===== src/rtl/ad9228_pkg.sv =====
// ad9228_pkg: shared types and constants for the AD9228 channel emulator
package ad9228_pkg;
  localparam int AD9228_DATA_WIDTH = 12;
  localparam logic [11:0] CHECKER_A = 12'hAAA;
  localparam logic [11:0] CHECKER_B = 12'h555;
  typedef enum logic [1:0] {TM_NORMAL, TM_MIDSCALE, TM_CHECKER, TM_RAMP} test_mode_e;
  typedef enum logic {ST_IDLE, ST_RUN} state_e;
endpackage


===== src/rtl/ad9228_pattern_gen.sv =====
// ad9228_pattern_gen: test-pattern words (midscale, checkerboard, ramp); ports clk, rstn, load, mode in, word out
module ad9228_pattern_gen
  import ad9228_pkg::*;
#(
  parameter int DATA_WIDTH = AD9228_DATA_WIDTH
) (
  input  logic                  clk,
  input  logic                  rstn,
  input  logic                  load,
  input  test_mode_e            mode,
  output logic [DATA_WIDTH-1:0] word
);
  logic                  phase;
  logic [DATA_WIDTH-1:0] ramp;
  logic [DATA_WIDTH-1:0] chk_a;
  test_mode_e            prev;
  logic                  entering;
  // a frame in a different mode than the previous load restarts that mode's sequence
  always_comb begin
    entering = mode != prev;
    chk_a    = {(DATA_WIDTH/2){2'b10}};
    word     = mode == TM_MIDSCALE ? {1'b1, {(DATA_WIDTH-1){1'b0}}} :
               mode == TM_CHECKER  ? ((entering || !phase) ? chk_a : ~chk_a) :
               mode == TM_RAMP     ? (entering ? '0 : ramp) : '0;
  end
  always_ff @(posedge clk or negedge rstn)
    if (!rstn) begin
      prev  <= TM_NORMAL;
      phase <= 1'b0;
      ramp  <= '0;
    end else if (load) begin
      prev <= mode;
      if (mode == TM_CHECKER) phase <= entering ? 1'b1 : ~phase;
      if (mode == TM_RAMP) ramp <= (entering ? '0 : ramp) + 1'b1;
    end
endmodule


===== src/rtl/ad9228_tx_emulator.sv =====
// ad9228_tx_emulator: AD9228 channel emulator; samples in (s_data/s_valid/s_ready), serial dout/fco/dco out, underrun status
module ad9228_tx_emulator
  import ad9228_pkg::*;
#(
  parameter int DATA_WIDTH     = AD9228_DATA_WIDTH,
  parameter int UNDERRUN_CNT_W = 16
) (
  input  logic                      clk,
  input  logic                      rstn,
  input  logic                      en,
  input  logic [1:0]                test_mode,
  input  logic [DATA_WIDTH-1:0]     s_data,
  input  logic                      s_valid,
  output logic                      s_ready,
  output logic                      dout,
  output logic                      fco,
  output logic                      dco,
  output logic                      frame_start,
  output logic                      underrun,
  output logic [UNDERRUN_CNT_W-1:0] underrun_count
);
  localparam int CW = $clog2(DATA_WIDTH);
  localparam logic [CW-1:0] LAST = CW'(DATA_WIDTH - 1);
  state_e                state, state_nx;
  test_mode_e            mode;
  logic [CW-1:0]         bit_cnt;
  logic [DATA_WIDTH-1:0] sreg, last_word, word, pat_word;
  logic                  last, load, starve;
  ad9228_pattern_gen #(.DATA_WIDTH(DATA_WIDTH)) u_pat (
    .clk  (clk),
    .rstn (rstn),
    .load (load),
    .mode (mode),
    .word (pat_word)
  );
  always_comb begin
    mode     = test_mode_e'(test_mode);
    last     = state == ST_RUN && bit_cnt == LAST;
    load     = en && (state == ST_IDLE || last);
    state_nx = load ? ST_RUN : last ? ST_IDLE : state;
    s_ready  = load && mode == TM_NORMAL;
    starve   = s_ready && !s_valid;
    word     = mode != TM_NORMAL ? pat_word : s_valid ? s_data : last_word;
  end
  always_ff @(posedge clk or negedge rstn)
    if (!rstn) state <= ST_IDLE;
    else state <= state_nx;
  // sreg is kept one bit ahead of dout so its MSB is always the next bit to send
  always_ff @(posedge clk or negedge rstn)
    if (!rstn) begin
      bit_cnt        <= '0;
      sreg           <= '0;
      last_word      <= '0;
      dout           <= 1'b0;
      fco            <= 1'b0;
      dco            <= 1'b0;
      frame_start    <= 1'b0;
      underrun       <= 1'b0;
      underrun_count <= '0;
    end else begin
      frame_start <= load;
      underrun    <= starve;
      if (starve && !(&underrun_count)) underrun_count <= underrun_count + 1'b1;
      if (s_ready && s_valid) last_word <= s_data;
      if (load) begin
        bit_cnt <= '0;
        sreg    <= {word[DATA_WIDTH-2:0], 1'b0};
        dout    <= word[DATA_WIDTH-1];
        fco     <= 1'b1;
        dco     <= 1'b1;
      end else if (state == ST_RUN && !last) begin
        bit_cnt <= bit_cnt + 1'b1;
        sreg    <= {sreg[DATA_WIDTH-2:0], 1'b0};
        dout    <= sreg[DATA_WIDTH-1];
        fco     <= int'(bit_cnt) + 1 < DATA_WIDTH / 2;
        dco     <= ~dco;
      end else begin
        bit_cnt <= '0;
        dout    <= 1'b0;
        fco     <= 1'b0;
        dco     <= 1'b0;
      end
    end
endmodule


===== config.mk =====
export PLATFORM = sky130hd
export DESIGN_NAME = ad9228_tx_emulator
export DESIGN_NICKNAME = d
export VERILOG_FILES = /design/src/rtl/ad9228_pkg.sv /design/src/rtl/ad9228_pattern_gen.sv /design/src/rtl/ad9228_tx_emulator.sv
export SDC_FILE = /design/constraint.sdc
export NUM_CORES = 1
export LEC_CHECK = 0
export CAP_MARGIN = 25
export CORE_MARGIN = 10
export CORE_UTILIZATION = 24
export DETAILED_ROUTE_END_ITERATION = 8
export PLACE_DENSITY = 0.39
export REMOVE_ABC_BUFFERS = 1
export SYNTH_ARGS = -nofsm -noshare
export SYNTH_HDL_FRONTEND = slang
export SYNTH_SLANG_ARGS = --single-unit

===== constraint.sdc =====
create_clock -name clk -period 4.25 [get_ports clk]
set_clock_uncertainty 0.15 [all_clocks]
set_input_delay 0.425 -clock clk [delete_from_list [all_inputs] [get_ports clk]]
set_output_delay 0.425 -clock clk [all_outputs]
set_load 0.02 [all_outputs]

==> impl_metrics.ini <==
[run_status]
run_status = finished with violations
violations = hold timing

[final_layout]
finalNonFillerCells = 546
drive_above_1_share_pct = 14.5
syn_to_final_growth_pct = 26.1
finalNetCount = 383
stdcell_area_um2 = 4260
fillerInstances = 1424
num_antenna_cells = 0

[grt]
grt_pass1_wl_mm = 15.5
antenna_found_initial = 0
grt_util_all_layers_pct = 9.87
grt_max_degree = 37
first_global_vias = 2731
overflow = 0

[sta]
setup_viol = 0
tightest_slew_ns = 1.07
max_freq_mhz = 327
min_period_ns = 3.05
rsz0062_at_grt = false
period_share_pct = 71.9
relSlewSlack_pct = 26.9
setup_tns_ns = 0
hold_viol = 4
slew_viol_final = 0
whs_ns = -0.0111

[clock_tree]
cts_hold_buf = 0
cts_root_buf = clkbuf_16
numClockSinks = 64
post_cts_buffers = 0
clk_path_buf_depth = 2
cts_inserted_buffers = 9
clk_latency_ns = 0.33
cts_max_level = 3
ctsResizeCount = 0
clk_pin_slew_ns = 0.06
tritoncts = done

[logic_synthesis]
ys_top_cells_by_count = dfrtp_1 (64), nand2_1 (34), o21ai_0 (25)
yosys.area.top_type = dfrtp_1
synth_edf_count = 0
yosysWarnings = 0
synth_top_area_share_pct = 47.4
async_flop_share_pct = 100
ys.flop_type = dfrtp_1
netlist_area_um2 = 3380
syn_area_per_cell_um2 = 10.6
yosysSeqAreaShare_pct = 47.4
synth.most_common_cell = dfrtp_1
ys_ff_latch = 64
synthCells = 320
synth_area_leaders = dfrtp_1 (47%), mux2_2 (6.3%), nand2_1 (3.8%), o21ai_0 (3.7%), xnor2_1 (2.9%)
ys_types = 60

[routing]
first_iter_violations = 105
routedWlPerCell_um = 17.1
drcViolationCount = 0
first_pass_iters = 4
antenna_left = 0
viasPerCell = 4.79
dr_total_vias = 2618
drt-total-wl_mm = 9.34

[setup_path]
path_delay_family = compound AO/OA/AOI/OAI gates
crit_slowest_cell = clkdlybuf4s50_1
critical_path_class = primary input to flip-flop
crit_arrival_ns = 3.11
path_cells = clkdlybuf4s50_1 > xor2_1 > nor2_1 > and2_1 > ha_1 > nand4_1 > a2111oi_2 > a31o_2 > a31oi_1
crit_path_end_kind = flip-flop
worst-path-buf-inv = 1
crit_path_start_kind = primary input
max_stage_delay_ns = 0.59
worstPathRequired_ns = 4.30
cp_max_fo = 11

[placed_design]
numPortBuffers = 39
gp_congestion = 0.773
hpwl_mm = 6.62
placed_cell_area_um2 = 3970
placed_cells = 531

[pwr]
irDropWorstVdd_uv = 178
leakage_nw = 1.84
p_per_area_nw_per_um2 = 521
power_mw = 2.22

[die]
start_util_pct = 24.4
die_width_um = 139
fp.dieH_um = 139
design.core.area_um2 = 13800
rows = 43
io_pins = 40
die-area_um2 = 19200

[job]
drv_cap = 0

[hold_path]
hold_class = primary input to async pin
-- power breakdown --
part	switching (mW)	internal [mW]
clock network	0.267	0.464
registers	0.127	0.775
logic	0.315	0.273
-- placed cells by master (no fill, tap or decap), types with 5 or more instances in the layout --
cell type	count
o2111a_1	5
a21oi_1	8
dfrtp_1	64
nand3_1	9
nand4_1	9
nor2_1	14
mux2i_1	8
xor2_1	5
inv_1	8
clkdlybuf4s50_1	38
and4_1	5
clkbuf_16	9
xnor2_1	11
and2_1	5
a31oi_1	6
mux2_2	19
nand2_1	34
o21ai_0	25
o211ai_1	9
buf_4	7
and3_1	8
-- state kept, by name, summed over array words and instances (netlist names) --
register / cells
underrun_count: 16
dout: 1
last_word: 12
underrun: 1
frame_start: 1
u_pat.phase: 1
u_pat.ramp: 12
fco: 1
bit_cnt: 4
state: 1
dco: 1
sreg: 11
u_pat.prev: 2
-- per-stage QoR --
step	setup WS (ns)	util, %	hold slack [ns]
final	1.20	30.8	-0.0111
after global routing	0.949	30.8	0.0338
after CTS	1.24	30.8	0.0180
after detailed placement	0.911	28.7	0.303
after global placement	0.969	28.7	0.288
after floorplan	1.71	-	-0.0206
-- logic make-up after synthesis --
| kind of cell | count (synthesis) | synth area share, % |
|---|---|---|
| compound gates | 89 | 20.1 |
| xor+xnor | 16 | 4.15 |
| buf+inv | 23 | 2.96 |
| simple gates | 97 | 15.2 |
| flops | 64 | 47.4 |
| fa+ha+maj | 3 | 1.11 |
| mux | 28 | 9.03 |
-- path summary, 6_finish.rpt --
kind / from / endpoint / slack [ns] / cells past startpoint
worst max-delay path: test_mode[0] / u_pat.ramp[10]$_DFFE_PN0P_ / 1.20 / 9
worst min-delay path: rstn / bit_cnt[0]$_DFF_PN0_ / -0.01 / 1
worst max register to register: bit_cnt[0]$_DFF_PN0_ / last_word[2]$_DFFE_PN0P_ / 1.49 / 6
worst min register to register: dco$_DFF_PN0_ / dco$_DFF_PN0_ / 0.31 / 1
max in group asynchronous: rstn / underrun_count[3]$_DFFE_PN0P_ / 3.00 / 2
min in group clk: dco$_DFF_PN0_ / dco$_DFF_PN0_ / 0.31 / 1
-- per-layer routing --
| metal | GRT usage [%] | vias up | share of wire (%) | routed length [um] |
|---|---|---|---|---|
| met5 | 0 | - | 0 | 0 |
| met4 | 2.47 | 0 | 0.91 | 85 |
| met3 | 3.87 | 10 | 6.6 | 613 |
| met2 | 15.0 | 61 | 44 | 4140 |
| met1 | 12.8 | 1266 | 48 | 4500 |
| li1 | - | 1281 | - | - |
-- final cells by class --
class                      count  area, um^2  share of cell area [%]
clock buffer                  11         243                    5.70
clock inverter                 4        45.0                    1.06
inverter                       8        30.0                   0.705
multi-input combinational    233        1680                    39.4
timing repair buffer          46         438                    10.3
tap                          180         225                    5.29
sequential                    64        1600                    37.6
(Power assumes the default switching activity.)
